## src/rtl/serial_adder_bus_ctrl.sv

```systemverilog
// serial_adder_bus_ctrl
//   Bus-side front end for the 8-bit serial adder. Operand pairs written by
//   the processor are queued in a command FIFO. Each pair is issued to the
//   adder with a one-cycle start pulse. The sum is captured on the rising
//   edge of done and queued in a result FIFO that the processor reads.
//
// Ports
//   clk, rst            clock, synchronous active-high reset
//   wr_en/wr_data       push operand pair ([7:0]=a, [15:8]=b); wr_ready = not full
//   rd_en/rd_data       pop result; rd_data shows the FIFO head; rd_valid = not empty
//   add_a/add_b         operands to the adder, held for the whole operation
//   add_start           one-cycle start pulse to the adder
//   add_c/add_done      sum and done from the adder
//   busy                operation in flight or commands pending
//   cmd_count/res_count FIFO occupancies
//   err_timeout/clr_err sticky timeout flag and its clear
//
// state  | meaning
// S_IDLE | waiting for a command and free result space
// S_ISSUE| add_start high, timeout counter cleared
// S_WAIT | waiting for done rising edge or timeout
// S_DRAIN| waiting for add_done low before the next command
module serial_adder_bus_ctrl #(
  parameter int CMD_DEPTH = 4,
  parameter int RES_DEPTH = 4,
  parameter int TIMEOUT   = 31
) (
  input  logic                         clk,
  input  logic                         rst,
  input  logic                         wr_en,
  input  logic [15:0]                  wr_data,
  output logic                         wr_ready,
  input  logic                         rd_en,
  output logic [7:0]                   rd_data,
  output logic                         rd_valid,
  output logic [7:0]                   add_a,
  output logic [7:0]                   add_b,
  output logic                         add_start,
  input  logic [7:0]                   add_c,
  input  logic                         add_done,
  output logic                         busy,
  output logic [$clog2(CMD_DEPTH):0]   cmd_count,
  output logic [$clog2(RES_DEPTH):0]   res_count,
  output logic                         err_timeout,
  input  logic                         clr_err
);

  localparam int CPW = $clog2(CMD_DEPTH);
  localparam int RPW = $clog2(RES_DEPTH);
  localparam int TW  = $clog2(TIMEOUT + 1);
  localparam logic [CPW:0]  CMD_FULL  = (CPW + 1)'(CMD_DEPTH);
  localparam logic [RPW:0]  RES_FULL  = (RPW + 1)'(RES_DEPTH);
  localparam logic [TW-1:0] TIMER_MAX = TW'(TIMEOUT);

  typedef enum logic [1:0] {S_IDLE, S_ISSUE, S_WAIT, S_DRAIN} state_t;

  state_t         state_q, state_d;
  logic [CPW-1:0] cmd_wr_ptr_q, cmd_wr_ptr_d, cmd_rd_ptr_q, cmd_rd_ptr_d;
  logic [CPW:0]   cmd_count_q, cmd_count_d;
  logic [RPW-1:0] res_wr_ptr_q, res_wr_ptr_d, res_rd_ptr_q, res_rd_ptr_d;
  logic [RPW:0]   res_count_q, res_count_d;
  logic [7:0]     add_a_q, add_a_d, add_b_q, add_b_d;
  logic           add_start_q, add_start_d;
  logic           add_done_q, add_done_d;
  logic [TW-1:0]  timer_q, timer_d;
  logic           err_q, err_d;

  logic [15:0]    cmd_mem [CMD_DEPTH];
  logic [7:0]     res_mem [RES_DEPTH];

  logic cmd_push, cmd_pop, res_push, res_pop, done_rise, err_set;

  assign done_rise = add_done & ~add_done_q;

  always_comb begin
    state_d      = state_q;
    cmd_wr_ptr_d = cmd_wr_ptr_q;
    cmd_rd_ptr_d = cmd_rd_ptr_q;
    cmd_count_d  = cmd_count_q;
    res_wr_ptr_d = res_wr_ptr_q;
    res_rd_ptr_d = res_rd_ptr_q;
    res_count_d  = res_count_q;
    add_a_d      = add_a_q;
    add_b_d      = add_b_q;
    add_start_d  = 1'b0;
    add_done_d   = add_done;
    timer_d      = timer_q;
    cmd_push     = wr_en & (cmd_count_q != CMD_FULL);
    cmd_pop      = 1'b0;
    res_push     = 1'b0;
    res_pop      = rd_en & (res_count_q != '0);
    err_set      = 1'b0;

    unique case (state_q)
      S_IDLE: begin
        // Issue only with a free result slot so the sum can always be stored.
        if ((cmd_count_q != '0) && (res_count_q < RES_FULL)) begin
          cmd_pop     = 1'b1;
          add_a_d     = cmd_mem[cmd_rd_ptr_q][7:0];
          add_b_d     = cmd_mem[cmd_rd_ptr_q][15:8];
          add_start_d = 1'b1;
          state_d     = S_ISSUE;
        end
      end
      S_ISSUE: begin
        timer_d = '0;
        state_d = S_WAIT;
      end
      S_WAIT: begin
        if (done_rise) begin
          res_push = 1'b1;
          state_d  = S_DRAIN;
        end else if (timer_q == TIMER_MAX) begin
          err_set = 1'b1;
          state_d = S_DRAIN;
        end else begin
          timer_d = timer_q + 1'b1;
        end
      end
      S_DRAIN: begin
        if (!add_done) state_d = S_IDLE;
      end
      default: state_d = S_IDLE;
    endcase

    if (cmd_push) cmd_wr_ptr_d = cmd_wr_ptr_q + 1'b1;
    if (cmd_pop)  cmd_rd_ptr_d = cmd_rd_ptr_q + 1'b1;
    if (cmd_push && !cmd_pop)      cmd_count_d = cmd_count_q + 1'b1;
    else if (!cmd_push && cmd_pop) cmd_count_d = cmd_count_q - 1'b1;

    if (res_push) res_wr_ptr_d = res_wr_ptr_q + 1'b1;
    if (res_pop)  res_rd_ptr_d = res_rd_ptr_q + 1'b1;
    if (res_push && !res_pop)      res_count_d = res_count_q + 1'b1;
    else if (!res_push && res_pop) res_count_d = res_count_q - 1'b1;

    // A new timeout wins over a coincident clear.
    if (err_set)      err_d = 1'b1;
    else if (clr_err) err_d = 1'b0;
    else              err_d = err_q;
  end

  always_ff @(posedge clk) begin
    if (rst) begin
      state_q      <= S_IDLE;
      cmd_wr_ptr_q <= '0;
      cmd_rd_ptr_q <= '0;
      cmd_count_q  <= '0;
      res_wr_ptr_q <= '0;
      res_rd_ptr_q <= '0;
      res_count_q  <= '0;
      add_a_q      <= '0;
      add_b_q      <= '0;
      add_start_q  <= 1'b0;
      add_done_q   <= 1'b0;
      timer_q      <= '0;
      err_q        <= 1'b0;
    end else begin
      state_q      <= state_d;
      cmd_wr_ptr_q <= cmd_wr_ptr_d;
      cmd_rd_ptr_q <= cmd_rd_ptr_d;
      cmd_count_q  <= cmd_count_d;
      res_wr_ptr_q <= res_wr_ptr_d;
      res_rd_ptr_q <= res_rd_ptr_d;
      res_count_q  <= res_count_d;
      add_a_q      <= add_a_d;
      add_b_q      <= add_b_d;
      add_start_q  <= add_start_d;
      add_done_q   <= add_done_d;
      timer_q      <= timer_d;
      err_q        <= err_d;
    end
  end

  // Storage only; validity is tracked by the pointers and counts.
  always_ff @(posedge clk) begin
    if (cmd_push) cmd_mem[cmd_wr_ptr_q] <= wr_data;
    if (res_push) res_mem[res_wr_ptr_q] <= add_c;
  end

  assign wr_ready    = (cmd_count_q != CMD_FULL);
  assign rd_valid    = (res_count_q != '0);
  assign rd_data     = rd_valid ? res_mem[res_rd_ptr_q] : 8'h00;
  assign add_a       = add_a_q;
  assign add_b       = add_b_q;
  assign add_start   = add_start_q;
  assign busy        = (state_q != S_IDLE) | (cmd_count_q != '0);
  assign cmd_count   = cmd_count_q;
  assign res_count   = res_count_q;
  assign err_timeout = err_q;

endmodule

```

## config.mk

```make
export PLATFORM = sky130hd
export DESIGN_NAME = serial_adder_bus_ctrl
export DESIGN_NICKNAME = d
export VERILOG_FILES = /design/src/rtl/serial_adder_bus_ctrl.sv
export SDC_FILE = /design/constraint.sdc
export NUM_CORES = 1
export LEC_CHECK = 0
export ABC_AREA = 1
export CAP_MARGIN = 20
export CORE_MARGIN = 4
export CORE_UTILIZATION = 45
export CTS_CLUSTER_SIZE = 14
export DETAILED_ROUTE_END_ITERATION = 12
export GPL_ROUTABILITY_DRIVEN = 0
export PLACE_DENSITY_LB_ADDON = 0.25
export SLEW_MARGIN = 25
export SYNTH_ARGS = -nofsm -noshare
export SYNTH_HDL_FRONTEND = slang
export SYNTH_SLANG_ARGS = --single-unit
```

## constraint.sdc

```tcl
create_clock -name clk -period 3.1 [get_ports clk]
set_input_delay 0.62 -clock clk [delete_from_list [all_inputs] [get_ports clk]]
set_output_delay 0.62 -clock clk [all_outputs]
set_load 0.02 [all_outputs]
```

# After elaboration in Yosys (flattened, before gate mapping)
# Memory sizes are Yosys's and may differ from the RTL's. A register that Yosys moved wholly into a read port is not among the register bits.
# Cells that the tools add are included.
# totals
ff_bits	24
mem_bits_rw	96
input_bits	30
out_inout_bits	35
mem_count	2
# mem_list
memory	depth	word_bits	read_ports	rd_clocked_by_memory_dff	write_ports	line	source
cmd_mem	4	16	1	1	1	68	logic [15:0] cmd_mem [CMD_DEPTH];
res_mem	4	8	1	1	1	69	logic [7:0] res_mem [RES_DEPTH];
# classes
addsub	9
n_lt_le_gt_ge	1
eq_ne	10
n_mux	28
bitwise_logic	5
n_reduce_logical	20
# ops
op	count
2-to-1 mux 1 bit	13
2-to-1 mux 2 bit	6
2-to-1 mux 3 bit	4
2-to-1 mux 5 bit	2
one-hot mux 5 bit (2 select lines)	1
nonzero test 2 bit	5
adder 2 x 1 -> 2 bit (second input constant)	4
2-to-1 mux 8 bit	1
!= test 2 bit (second input constant)	4
one-hot mux 2 bit (4 select lines)	1
adder 3 x 1 -> 3 bit (second input constant)	2
!= test 3 bit (second input constant)	2
AND reduction 3 bit	2
nonzero test 3 bit	2
subtractor 3 x 1 -> 3 bit (second input constant)	2
adder 5 x 1 -> 5 bit (second input constant)	1
== test 5 bit (second input constant)	1
logical AND 1 bit	5
== test 2 bit (second input constant)	2
logical NOT 1 bit	4
AND 1 bit	3
< comparator 3 bit (second input constant)	1
== test 2 x 1 -> 1 bit (second input constant)	1
logical NOT 2 bit	1
3 further kinds	3

# Logic depth before layout (Yosys ltp)
# logic_depth
depth_word	8
mapped_depth	14
ltp_nobuf	12

# Worst setup path after synthesis
# No wires, ideal clock.
# synth_path
path_type	register -> register
start	register cmd_count_q[1] (netlist: cmd_count[1])
end	memory cmd_mem[0][0] (enable)
arrival_ns	1.768
slack_ns	0.943
path_stages_with_launch	5
path_buffers	0
synth_period_minus_slack_ns	2.157
cell_sequence	dfxtp_1 -> inv_1 -> nand3_1 -> nand2_1 -> nor2_1
# synth_between
elab_chain_cells	4
# synth_rtl
element	line	source
start: declaration	59	logic [CPW:0] cmd_count_q, cmd_count_d;
start signal: assignment	161	cmd_count_q <= cmd_count_d;
!= test 3 bit	-	
net wr_ready	32	output logic wr_ready,
AND 1 bit	88	cmd_push = wr_en & (cmd_count_q != CMD_FULL);
2-to-1 mux 1 bit	176	if (cmd_push) cmd_mem[cmd_wr_ptr_q] <= wr_data;
2-to-1 mux 1 bit (not written as such)	176	
end: declaration	68	
# The timed path passes the listed nets, and every way through them passes these cells.

==> impl_metrics.ini <==
[finish]
stdcell_area_um2 = 6980
final_nets = 650
antenna_cells = 0
area_delta_synth_final_pct = 23.8
nFillCells = 1030
drive_gt1_share_pct = 7.17
fin_util_pct = 57.6
fin_cells = 782

[yosys]
syn_area_um2 = 5640
ys_seq_elements = 138
async_reset_ff_share_pct = 0
ys_top_cells_by_area = edfxtp_1 (51%), dfxtp_1 (15%), nor2_1 (9.1%)
ys_top_cells_by_count = nor2_1 (137), edfxtp_1 (96), o21ai_0 (65)
ys.flop_type = edfxtp_1
synth_top_area_cell = edfxtp_1
synth_nets = 579
ys_seq_area_share_pct = 66.1
synth_cell_types = 21
synth_edf_count = 96
netlist_instances = 530
syn_area_per_cell_um2 = 10.6
yosysTopAreaCellShare_pct = 51.2
yosysMostFrequentCell = nor2_1
ys_warn_count = 0

[clocking]
ctsResizeCount = 0
cts_made_buffers = 17
cts.htree.levels = 4
clock_insertion_delay_worst_skew_ns = 0.42
hold_buffers = 0
tritoncts = yes
clock_tree.root_cell = clkbuf_16
clock_path_buffers = 2
path_clk_slew_ns = 0.05
cts_setup_buffers = 0
cts.sinks = 138

[drt]
wl_per_cell_um = 13.6
first_pass_iters = 4
drc = 0
drt_iter0_drc = 238
wl_um = 10600
routed_via_density = 4.81
drtAntennaViolNets = 0
vias = 3761

[critical_path]
r2r-end = res_count[2]
rr_worst_depth = 11
critPathKind = flip-flop to output pin
cp-start-kind = flip-flop
r2r_setup_slack_ns = 1.06
arrival_ns = 2.18
worstPathRequired_ns = 2.48
critPathMaxFanout = 17
r2r-start = state_q[0]
critPathCaptureType = output pin

[sta]
drv_slew = 0
layout_min_cycle_time_ns = 2.80
finalSetupTns_ns = 0
setup_violations = 0
tightest_slew_ns = 0.648
min_period_over_period_pct = 90.4
maxSlewHeadroom_pct = 56.6
fmax_mhz = 357
finalHoldViolCount = 0
fin_hold_ws_ns = 0.460
rsz0062_at_grt = false
fin_ws_ns = 0.297
worst_clock_skew_ns = 0.00957

[placed_design]
hpwl_um = 6990
dp.cells = 750
portBuffers = 64
dpl_worst_slack_ns = 0.677
dpl-instance-area_um2 = 6410

[power_and_ir_drop]
leakagePower_nw = 2.61
powerDensity_nw_per_um2 = 911
ir_drop_mv = 0.373
p_total_mw = 6.36

[floorplan]
die_area_um2 = 14400
io_pins = 65
fp.dieW_um = 120
num_rows = 40
die_height_um = 120
core_area_um2 = 12100
start_util_pct = 46.5

[global_routing]
antenna_found_initial = 0
grt_pass1_vias = 3616
overflow = 0
grt_max_degree = 35
grt_usage_pct = 15.6
grt_pass1_wl_um = 17500

[worst_hold_path]
hold_start = res_rd_ptr_q[1]
hold_depth = 2
holdCritPathClass = flip-flop to flip-flop

[flow_run]
max-cap-violations = 0

[status]
status = completed
-- cell usage in the layout (no fill, tap or decap), drive strengths merged --
master,count
clkinv,5
clkbuf,23
xor2,1
clkinvlp,2
clkdlybuf4s50,64
nor2,137
a21oi,29
o21ai,94
ha,17
edfxtp,96
dfxtp,42
nand3,11
fa,2
nand2,32
bufinv,2
buf,11
inv,45
nand4,1
-- sequential cells by signal, summed over array words and instances (netlist names), named ones only --
signal and cells:
add_start 1, cmd_count 3, state_q 2, err_timeout 1, add_done_q 1, cmd_mem 64
cmd_rd_ptr_q 2, add_a 8, res_count 3, res_rd_ptr_q 2, cmd_wr_ptr_q 2, res_wr_ptr_q 2
timer_q 5, res_mem 32, add_b 8
-- critical path: stages (launching register included) --
cell	delay, ns
dfxtp_1	0.65
nor2_1	0.10
nor2_1	0.11
o21ai_0	0.09
a21oi_1	0.19
clkdlybuf4s50_1	0.63
-- where the power goes --
group	internal (mW)	total (mW)	switching, mW
Sequential	2.23	2.39	0.162
Clock	1.22	1.92	0.705
Combinational	0.800	2.05	1.25
-- per-layer routing --
layer / GRT usage, % / vias to the layer above / wire length (µm)
met1: 19.3 / 1748 / 4920
met2: 25.1 / 68 / 5120
met5: 0 / - / 0
li1: - / 1931 / -
met3: 5.70 / 14 / 450
met4: 6.01 / 0 / 155
-- worst max path at each step --
stage                       startpoint            end  cells past startpoint
after floorplan           cmd_count[1]  cmd_mem[0][0]                      4
after global placement        add_done   res_count[2]                     10
after detailed placement         wr_en   cmd_count[2]                     11
after CTS                    flip-flop     rd_data[1]                      5
after global routing         flip-flop     rd_data[1]                      5
final                        flip-flop     rd_data[1]                      5
-- cell families after synthesis --
kind of cell / synth area share (%)
AO/OA/AOI/OAI: 10.9
flip-flops: 66.1
XOR/XNOR: 0.155
AND/OR/NAND/NOR: 12.5
adder cells (fa/ha/maj): 4.48
buffers and inverters: 5.84
-- area by class of cell --
cell class / count / area (µm²) / area share, %
Inverter: 45 / 171 / 2.46
Tap cell: 168 / 210 / 3.01
Multi-Input combinational cell: 324 / 1580 / 22.7
Sequential cell: 138 / 3720 / 53.4
Clock buffer: 23 / 468 / 6.71
Timing Repair Buffer: 75 / 723 / 10.4
Clock inverter: 9 / 98.8 / 1.42
(Power assumes the default switching activity.)
==> patch, RTL diff (same flow settings) <==
Re-encode `state_t` (4 states) as one-hot, 4 bits wide.
--- a/src/rtl/serial_adder_bus_ctrl.sv
+++ b/src/rtl/serial_adder_bus_ctrl.sv
@@ -53,5 +53,5 @@
   localparam logic [TW-1:0] TIMER_MAX = TW'(TIMEOUT);
 
-  typedef enum logic [1:0] {S_IDLE, S_ISSUE, S_WAIT, S_DRAIN} state_t;
+  typedef enum logic [3:0] {S_IDLE = 4'b0001, S_ISSUE = 4'b0010, S_WAIT = 4'b0100, S_DRAIN = 4'b1000} state_t;
 
   state_t         state_q, state_d;
Function: no difference found for any inputs over 10 cycles, from zero or initial values and one cycle with rst high; not proved beyond that.
==> patch against the unedited design <==
Critical path depth is the same. Total power grew 4.9%. Critical endpoint is now rd_data[2]. Synthesized area is the same. Cell area grew 0.48%. Sequential share of layout area grew 0.31 points. Wire length grew 8.9%. Setup slack lost 70 ps. Sequential cell count grew 2.
==> patch: results (changes against the unedited design) <==
- Vias in the first global route: 3882 (+7.4%)
* Number of violations reported at the end of detailed-routing iteration 0: 187 (-21%)
- Number of H-tree branching levels: 4 (unchanged)
- The via count was 3885 (+3.3%).
- Result of the run: finished, final reports clean
- The average detailed-routed wire length per instance is 15.0 um (+10%).
- Clock tree synthesis selected as its root buffer the cell clkbuf_16.
* R2R Setup Slk: 1030 ps (-30 ps)
- Number of cells on the worst hold path: 2 (unchanged)
- Worst hold path type: reg -> reg
- IO Port Bufs: 64 (unchanged)
- The share of flip-flops with an asynchronous set or reset was 0% (unchanged).
* Clock Skews: 5.42 ps (-4.14 ps)
- Ratio of cells with drive above 1 in the final layout: 9.95% (+2.8 points)
* Biggest registers after layout: cmd_mem (64), res_mem (32)
- The global-route wire length before repair came to 19.2 mm (+9.3%).
* Portion of the post-synthesis area used by sequential elements: 66.8% (+0.71 points)
* Initial antenna violation count: 0 (unchanged)
* Fill cell instance count of the final layout: 1026 (-0.39%)
- In this run the critical register-to-register path is captured at cmd_count[2].
- Global-route usage over all layers: 17.2% (+1.6 points)
- On the critical path, the stage with the largest delay is an instance of clkdlybuf4s50_1.
- Timing endpoint of the critical path: rd_data[2]
* Worst Reg2Reg Path Length in Cells: 12 (+1)
- The startpoint identified for the worst register-to-register timing path is cmd_count[0].
- Maximum VDD drop: 0.000614 V (+65%)
- The number of setup buffers added after CTS was 0 (unchanged).
* Top post-synthesis cells by area: edfxtp_1, dfxtp_1, nor2_1
- By count the netlist is led by nor2_1, edfxtp_1, dfxtp_1.
* Antenna diodes: 0 (unchanged)
- The most used flip-flop cell after synthesis is edfxtp_1.
- Worst rel slew slack: 57.1% (+0.41 points)
- STA classifies the critical path startpoint as a flop.
- The maximum number of pins on one net before global-route repair is 35 (unchanged).
* Placed standard-cell area: 6450 um2 (+0.68%)
- The cell family contributing the most delay on the critical path is buffers and inverters.
- Arrival time at the worst endpoint: 2250 ps (+70 ps)
- Number of nets in the layout: 634 (-2.5%)
- For the worst-skew pair, the clock arrives at the later sink with an insertion delay of about 400 ps.
* Count of different cell masters after synthesis: 27 (+29%)
- Leak: 2.56 nW (-1.9%)
* Highest cell delay on the worst timing path: 620 ps (-30 ps)
* Total number of yosys warnings: 0 (unchanged)
- Worst-case setup slack after placement: 527 ps (-150 ps)
* Number of buffers added by the clock tree synthesis step: 17 (unchanged)
- The net count after synthesis came to 560 (-3.3%).
- Critical Path Fanout Max: 9 (-8)
- Worst hold path startpoint: err_timeout
- Half-perimeter wire length after detailed placement: 7.50 mm (+7.4%)
- The final clock period utilization by the worst path was 92.7% (+2.3 points).
- Drt first pass iters: 5 (+1)
patch: cell type report:
class | count | share of cell area (%)
inverter | 41 | 2.19
clock inverter | 13 | 1.77
tap | 168 | 3.00
multi-input combinational | 314 | 22.8
timing repair buffer | 76 | 10.4
clock buffer | 19 | 6.17
sequential | 140 | 53.7
patch: routing by layer:
layer | track usage [%] | up-vias | routed length [um]
met2 | 27.8 | 116 | 5680
li1 | - | 1931 | -
met3 | 5.51 | 9 | 703
met5 | 0 | - | 0
met4 | 6.08 | 0 | 133
met1 | 21.9 | 1829 | 5080
patch: worst min-delay path by stage:
stage               slack [ps]              end
finish                     460      err_timeout
global route               490      err_timeout
CTS                        460      err_timeout
detailed placement         460      err_timeout
global placement           450  res_rd_ptr_q[1]
floorplan                  430             flop
patch: worst register-to-register path: cells and delay by family, from the launching register on:
kind	cells	cell delay, ps
AO/OA/AOI/OAI	2	250
AND/OR/NAND/NOR	5	540
buffers and inverters	3	250
adder cells (fa/ha/maj)	2	520
flip-flops	1	440
patch: cell families after synthesis:
family | share of synthesized area [%]
buffers and inverters | 4.88
AND/OR/NAND/NOR | 13.3
AO/OA/AOI/OAI | 11.7
adder cells (fa/ha/maj) | 3.37
flip-flops | 66.8
patch: stage by stage:
| stage | power [mW] | util [%] | instances | hold slack, ps |
|---|---|---|---|---|
| global placement | 4.77 | 53.3 | 739 | 446 |
| finish | 6.67 | 57.9 | 771 | 460 |
| CTS | 6.74 | 57.9 | 771 | 464 |
| global route | 7.10 | 57.9 | 771 | 486 |
| floorplan | 3.99 | - | 516 | 433 |
| detailed placement | 4.82 | 53.3 | 739 | 456 |
patch: power by group:
group	internal, mW	switching, mW
Combinational	0.883	1.37
Sequential	2.29	0.226
Clock	1.17	0.736
Total	4.34	2.33
